**src/rtl/hazard_forward_ctrl.sv**
```systemverilog
// Purpose: EX-stage forwarding selects and load-use stall request, driven from a shadow EX/MEM/WB pipeline of register-write metadata.
// Latency: ForwardA/ForwardB/Stall are combinational (same cycle); the shadow pipeline and StallCount update on each rising clk edge.
// Backpressure: Stall holds PC and IF/ID for one cycle while a bubble enters EX; Flush squashes the ID instruction and suppresses Stall.
//
// Ports:
//   clk, rst                  pipeline clock, asynchronous active-high reset
//   ID_Valid/Rs/Rt/UsesRt     decode-stage instruction and its sources
//   ID_RegWrite/ID_MemRead    decode-stage write / load flags
//   Flush                     squash the ID instruction
//   EX_DestReg                resolved destination of the EX instruction
//   ForwardA/ForwardB         operand selects: 00 regfile, 10 MEM ALU result, 01 WB write data
//   Stall                     load-use hazard stall request
//   StallCount                saturating count of stall cycles

`timescale 1ns/1ps

module hazard_forward_ctrl #(
  parameter int REG_BITS = 3,
  parameter int CNT_BITS = 16
) (
  input  logic                clk,
  input  logic                rst,
  input  logic                ID_Valid,
  input  logic [REG_BITS-1:0] ID_Rs,
  input  logic [REG_BITS-1:0] ID_Rt,
  input  logic                ID_UsesRt,
  input  logic                ID_RegWrite,
  input  logic                ID_MemRead,
  input  logic                Flush,
  input  logic [REG_BITS-1:0] EX_DestReg,
  output logic [1:0]          ForwardA,
  output logic [1:0]          ForwardB,
  output logic                Stall,
  output logic [CNT_BITS-1:0] StallCount
);

  localparam logic [1:0] FWD_NONE = 2'b00;
  localparam logic [1:0] FWD_MEM  = 2'b10;
  localparam logic [1:0] FWD_WB   = 2'b01;

  // EX slot
  logic                ex_vld_q, ex_vld_d;
  logic [REG_BITS-1:0] ex_rs_q, ex_rs_d;
  logic [REG_BITS-1:0] ex_rt_q, ex_rt_d;
  logic                ex_regwrite_q, ex_regwrite_d;
  logic                ex_memread_q, ex_memread_d;
  // MEM slot
  logic                mem_vld_q, mem_vld_d;
  logic [REG_BITS-1:0] mem_dest_q, mem_dest_d;
  logic                mem_regwrite_q, mem_regwrite_d;
  logic                mem_memread_q, mem_memread_d;
  // WB slot
  logic                wb_vld_q, wb_vld_d;
  logic [REG_BITS-1:0] wb_dest_q, wb_dest_d;
  logic                wb_regwrite_q, wb_regwrite_d;
  // stall performance counter
  logic [CNT_BITS-1:0] stall_cnt_q, stall_cnt_d;

  logic mem_fwd_ok;
  logic wb_writer;
  logic load_in_ex;
  logic src_hit;
  logic stall;

  // A load's data is not available in MEM yet, so only ALU results forward from there.
  assign mem_fwd_ok = mem_vld_q & mem_regwrite_q & (mem_dest_q != '0) & ~mem_memread_q;
  assign wb_writer  = wb_vld_q & wb_regwrite_q & (wb_dest_q != '0);

  function automatic logic [1:0] fwd_sel(
    input logic                ex_vld,
    input logic [REG_BITS-1:0] src,
    input logic                mem_ok,
    input logic [REG_BITS-1:0] mem_dest,
    input logic                wb_ok,
    input logic [REG_BITS-1:0] wb_dest
  );
    logic [1:0] sel;
    sel = FWD_NONE;
    // R0 reads are constant zero; bubbles need no operand.
    if (ex_vld && (src != '0)) begin
      if (mem_ok && (mem_dest == src)) begin
        sel = FWD_MEM;          // youngest producer wins
      end else if (wb_ok && (wb_dest == src)) begin
        sel = FWD_WB;
      end
    end
    return sel;
  endfunction

  assign ForwardA = fwd_sel(ex_vld_q, ex_rs_q, mem_fwd_ok, mem_dest_q, wb_writer, wb_dest_q);
  assign ForwardB = fwd_sel(ex_vld_q, ex_rt_q, mem_fwd_ok, mem_dest_q, wb_writer, wb_dest_q);

  // Load-use: the EX load's data only exists after MEM, so a dependent ID
  // instruction waits one cycle and then picks the value up from WB.
  assign load_in_ex = ex_vld_q & ex_memread_q & ex_regwrite_q & (EX_DestReg != '0);
  assign src_hit    = (EX_DestReg == ID_Rs) | (ID_UsesRt & (EX_DestReg == ID_Rt));
  // A squashed ID instruction cannot create a hazard.
  assign stall      = load_in_ex & ID_Valid & src_hit & ~Flush;
  assign Stall      = stall;

  assign StallCount = stall_cnt_q;

  always_comb begin
    // MEM -> WB
    wb_vld_d       = mem_vld_q;
    wb_dest_d      = mem_dest_q;
    wb_regwrite_d  = mem_regwrite_q;
    // EX -> MEM; destination comes from the resolved EX_DestReg
    mem_vld_d      = ex_vld_q;
    mem_dest_d     = EX_DestReg;
    mem_regwrite_d = ex_regwrite_q;
    mem_memread_d  = ex_memread_q;
    // ID -> EX, or a bubble on stall/flush
    if (stall || Flush) begin
      ex_vld_d      = 1'b0;
      ex_rs_d       = '0;
      ex_rt_d       = '0;
      ex_regwrite_d = 1'b0;
      ex_memread_d  = 1'b0;
    end else begin
      ex_vld_d      = ID_Valid;
      ex_rs_d       = ID_Rs;
      ex_rt_d       = ID_Rt;
      ex_regwrite_d = ID_RegWrite;
      ex_memread_d  = ID_MemRead;
    end
    // saturating stall counter
    stall_cnt_d = stall_cnt_q;
    if (stall && (stall_cnt_q != '1)) begin
      stall_cnt_d = stall_cnt_q + 1'b1;
    end
  end

  always_ff @(posedge clk or posedge rst) begin
    if (rst) begin
      ex_vld_q       <= 1'b0;
      ex_rs_q        <= '0;
      ex_rt_q        <= '0;
      ex_regwrite_q  <= 1'b0;
      ex_memread_q   <= 1'b0;
      mem_vld_q      <= 1'b0;
      mem_dest_q     <= '0;
      mem_regwrite_q <= 1'b0;
      mem_memread_q  <= 1'b0;
      wb_vld_q       <= 1'b0;
      wb_dest_q      <= '0;
      wb_regwrite_q  <= 1'b0;
      stall_cnt_q    <= '0;
    end else begin
      ex_vld_q       <= ex_vld_d;
      ex_rs_q        <= ex_rs_d;
      ex_rt_q        <= ex_rt_d;
      ex_regwrite_q  <= ex_regwrite_d;
      ex_memread_q   <= ex_memread_d;
      mem_vld_q      <= mem_vld_d;
      mem_dest_q     <= mem_dest_d;
      mem_regwrite_q <= mem_regwrite_d;
      mem_memread_q  <= mem_memread_d;
      wb_vld_q       <= wb_vld_d;
      wb_dest_q      <= wb_dest_d;
      wb_regwrite_q  <= wb_regwrite_d;
      stall_cnt_q    <= stall_cnt_d;
    end
  end

endmodule

```
**config.mk**
```make
export PLATFORM = sky130hd
export DESIGN_NAME = hazard_forward_ctrl
export DESIGN_NICKNAME = d
export VERILOG_FILES = /design/src/rtl/hazard_forward_ctrl.sv
export SDC_FILE = /design/constraint.sdc
export NUM_CORES = 1
export LEC_CHECK = 0
export BUFFER_PORTS_ARGS = -buffer_cell sky130_fd_sc_hd__buf_4
export CORE_MARGIN = 5
export CORE_UTILIZATION = 48
export DETAILED_ROUTE_END_ITERATION = 7
export PLACE_DENSITY = 0.75
export REMOVE_ABC_BUFFERS = 1
export SYNTH_ARGS = -nofsm -noshare
export SYNTH_HDL_FRONTEND = slang
export SYNTH_SLANG_ARGS = --single-unit
```
**constraint.sdc**
```tcl
create_clock -name clk -period 1.6 [get_ports clk]
set_input_delay 0.24 -clock clk [delete_from_list [all_inputs] [get_ports clk]]
set_output_delay 0.24 -clock clk [all_outputs]
set_load 0.05 [all_outputs]
```
# After elaboration in Yosys (flattened, before gate mapping)
# Cells that the tools add are included.
# word_totals
mem_count,0
regBits,36
rom_bits,0
latchBits,0
wordCells,60
mem_bits_rw,0
output_inout_bits,21
input_bits,16
# classes
div,0
order_cmp,0
n_bitwise,15
addsub,1
n_shift,0
mul,0
n_eq_ne,7
n_reduce_logical,13
n_mux,11
# ops
cell,count
$eq 3x3->1,6
$add 16x1->16 const B,1
$ne 16x16->1 const B,1
$reduce_bool 3->1,5
$and 1x1->1,12
$mux 2,4
$logic_and 1x1->1,7
$mux 3,2
$mux 1,5
$not 1->1,2
$logic_or 1x1->1,1
$or 1x1->1,1

# Longest topological paths before layout
# logic_depth
word_depth,8
depth_mapped,7
depth_no_buf,6

# Least setup slack after synthesis
# Ideal clock, no wire load.
# synth_path
path_kind,register to output
from,register mem_dest_q[0]
to,output port ForwardA[0]
stages_incl_launch_ff,5
slack_ps,-929
t_required_ps,1360
path_buffers,0
arrival_time_ps,2289
cell_sequence,dfrtp_1 -> nor3_1 -> or3_1 -> nor4_1 -> nor4_1
# synth_via
elab_chain_len,6
elab_cells_between_ends,7
cone_classes,1 x eq/ne; 2 x mux; 2 x bitwise; 2 x reduce/logical
# synth_rtl
item,line_no,rtl
from (decl),49,"logic [REG_BITS-1:0] mem_dest_q, mem_dest_d;"
from (signal assigned),156,mem_dest_q <= mem_dest_d;
$reduce_bool 3->1,66,assign mem_fwd_ok = mem_vld_q & mem_regwrite_q & (mem_dest_q != '0) & ~mem_memread_q;
$and 1x1->1 (2 in series),66,
$logic_and 1x1->1 (*),81,if (mem_ok && (mem_dest == src)) begin
$mux 2 (*),81,
$mux 2 (*),80,if (ex_vld && (src != '0)) begin
to (decl),31,"output logic [1:0] ForwardA,"
# Every way passes the cells marked *; elsewhere a longest branch is shown, timed or not.

# Worst setup path in the final report
# layout_path
from,register wb_dest_q[0]
to,output port ForwardA[0]
# layout_via
elab_chain_len,6
elab_cells_between_ends,7
cone_classes,1 x eq/ne; 3 x mux; 1 x bitwise; 2 x reduce/logical
# layout_rtl
item,line_no,rtl
from (decl),54,"logic [REG_BITS-1:0] wb_dest_q, wb_dest_d;"
from (signal assigned),160,wb_dest_q <= wb_dest_d;
$reduce_bool 3->1,67,assign wb_writer = wb_vld_q & wb_regwrite_q & (wb_dest_q != '0);
$and 1x1->1,67,
$logic_and 1x1->1 (*),83,end else if (wb_ok && (wb_dest == src)) begin
$mux 1 (*),83,
$mux 2 (*),81,
$mux 2 (*),80,
# Marked as above.

==> results.toml <==
[status]
status = "complete, but fails checks"
violations = "negative setup slack"

[cells_and_area]
fin_util_pct = 87.1
n_fill_cell = 154
area_growth_pct = 75.5
antenna_cells = 0
finalInstanceArea_um2 = 2910
instances_no_fill = 285
drive_above_1_share_pct = 57.3
fin_nets = 255

[setup_path]
worstPathArrival_ps = 1780
start_kind = "flip-flop"
critPathMaxFanout = 3
crit_path_end_kind = "primary output"
worstPathRequired_ps = 1360
crit_type = "reg2out"

[routing]
drt_iter0_drc = 69
routedWlPerCell_um = 22.0
wl_mm = 6.26
vias = 1576
vias_per_cell = 5.53
dr.pass1.iters = 4
drc = 0
final_antenna_net_count = 0

[sta]
setup_slack_ps = -416
finalCritPeriodShare_pct = 126
worstMarginPinSlew_ps = 668
max_freq_ghz = 0.496
relSlewSlack_pct = 55.1
rsz0062_at_grt = "yes"
finalClockSkew_ps = 7.47
drv_slew = 0
holdWs_ps = 45.0
finalHoldViolCount = 0
min_period_ps = 2020
setup_viol = 21

[grt]
grt-ovfl-total = 0
grt_max_degree = 37
antenna_found_initial = 0
met1_usage_pct = 27.3
grt_busiest_layer = "met2"
track_usage_pct = 26.9
use_met2_pct = 48.4
grt_pass1_wl_mm = 8.62
grt_use_met3_pct = 5.83
grt_pass1_vias = 1753

[power]
power_mw = 1.84
power.leakage_nw = 1.38
p_seq_share_pct = 52.3
power_density_nw_per_um2 = 633
peakVddDrop_mv = 0.476
comb_power_share_pct = 11.6
p_int_mw = 1.36
clock_power_share_pct = 36.1
switching_share_pct = 25.9
p_switching_mw = 0.476

[synthesis]
synth_top_area_share_pct = 54.4
synth.avg_cell_area_um2 = 11.7
ys_top_cells_by_area = "dfrtp_1 (54%), xor2_1 (11%), xnor2_1 (6.3%)"
yosysUniqueCellTypes = 27
netlist_area_um2 = 1660
ys_seq_area_share_pct = 54.4
synth_common_cells = "dfrtp_1 (36), xor2_1 (20), xnor2_1 (12)"
yosys_warnings = 0
async_reset_ff_share_pct = 100
synth-seq-cells = 36
synth_top_cell_by_area = "dfrtp_1"
synth-main-ff-cell = "dfrtp_1"
synthCells = 142
synth_enable_flop_cells = 0
synth_most_common_cell = "dfrtp_1"

[clock_tree]
path_clk_slew_ps = 110
htreeDepth = 2
clk_latency_ps = 360
root_buffer = "clkbuf_4"
cts_sinks = 36
cts_tree = "done"
cts_buffers = 5
cts.path.max_buffers = 2

[die]
start_util_pct = 49.6
die-area_um2 = 4730
die_w_um = 68.7
core_um2 = 3340
num_rows = 21
ios = 37
die_y_um = 68.7

[placement]
gp_congestion = 0.773
dp.cells = 261
place_area_um2 = 2260
io_buffers = 36
dp_hpwl_mm = 3.08

[min_path]
min_path_type = "in2reg"

[job]
maxCapViolations = 0
-- state kept, by name, summed over array words and instances (netlist names), 3 cells and up --
name / cells
StallCount: 16
ex_rs_q: 3
ex_rt_q: 3
mem_dest_q: 3
wb_dest_q: 3
-- layout make-up --
class / instances / area (um2) / share of cell area, %
clock inverter: 3 / 42.5 / 1.46
sequential: 36 / 901 / 31.0
inverter: 3 / 13.8 / 0.473
tap: 46 / 57.6 / 1.98
timing repair buffer: 90 / 800 / 27.5
clock buffer: 5 / 37.5 / 1.29
multi-input combinational: 102 / 1060 / 36.3
-- worst paths after layout --
kind                                          from                          to  slack, ps  depth (start not counted)
min reg2reg                    mem_vld_q$_DFF_PP0_          wb_vld_q$_DFF_PP0_        400                          0
min in group asynchronous                      rst   StallCount[4]$_DFFE_PP0P_        540                          4
max in group asynchronous                      rst        ex_rs_q[1]$_DFF_PP0_        740                          4
max reg2reg                ex_regwrite_q$_DFF_PP0_  StallCount[15]$_DFFE_PP0P_       -240                          5
min                                  EX_DestReg[2]     mem_dest_q[2]$_DFF_PP0_         50                          1
max                         wb_dest_q[0]$_DFF_PP0_                 ForwardA[0]       -420                          3
-- logic make-up (layout without fill, tap and decap cells) --
| family | count (synthesis) | count (layout) | share of synthesized area (%) |
|---|---|---|---|
| and+or+nand+nor | 60 | 61 | 21.8 |
| DFF | 36 | 36 | 54.4 |
| xor gates and xnor gates | 32 | 32 | 16.9 |
| AOI/OAI and AO/OA | 6 | 6 | 3.17 |
| buffers and inverters | 5 | 101 | 1.66 |
| muxes | 2 | 2 | 1.36 |
| adders and majority gates | 1 | 1 | 0.755 |
-- per-stage QoR --
stage	TNS [ps]	setup WS (ps)
floorplan	-17170	-1200
global placement	-8860	-606
detailed placement	-11790	-831
CTS	-4990	-386
global route	-6130	-481
finish	-5550	-416
-- power by group through the flow --
stage                     Clock [mW]  Combinational [mW]  Sequential [mW]
after global placement             0               0.147            0.972
after detailed placement           0               0.154            0.975
after floorplan                    0              0.0684            0.979
final                          0.664               0.213            0.963
after CTS                      0.640               0.185            0.959
after global routing           0.698               0.227            0.966
-- cell usage in the layout, fill, tap and decap left out, drive strengths merged --
master	count
and2	10
a211oi	1
bufinv	1
clkinv	1
nand2	9
nor2b	1
ha	1
xnor2	12
dlygate4sd3	1
dfrtp	36
xor2	20
nor4	10
clkbuf	5
or3	1
inv	3
a2111o	1
nor3b	1
o311a	1
and4	2
nor4b	2
nor3	8
nand4	3
o311ai	1
nand3	9
mux2	2
clkinvlp	1
buf	89
o31ai	2
nor2	5
-- what timing repair did --
item,in CTS,in global routing
setup endpoints to repair,21,30
cloned,1,1
hold buffers,1,0
resized for setup,54,23
pin swaps,17,22
buffers inserted,16,4
hold endpoints to repair,23,0
-- per-layer routing --
layer | share of wire, % | routed length [um]
met4 | 6.4 | 403
met5 | 0 | 0
met2 | 56 | 3480
met3 | 4.4 | 273
met1 | 34 | 2100
-- worst max-delay path: stages, from the launching register on --
cell      delay [ps]
dfrtp_1          440
o311ai_0         610
nor4_1           150
buf_4            220
No activity file was read; power rests on OpenSTA's default activity.
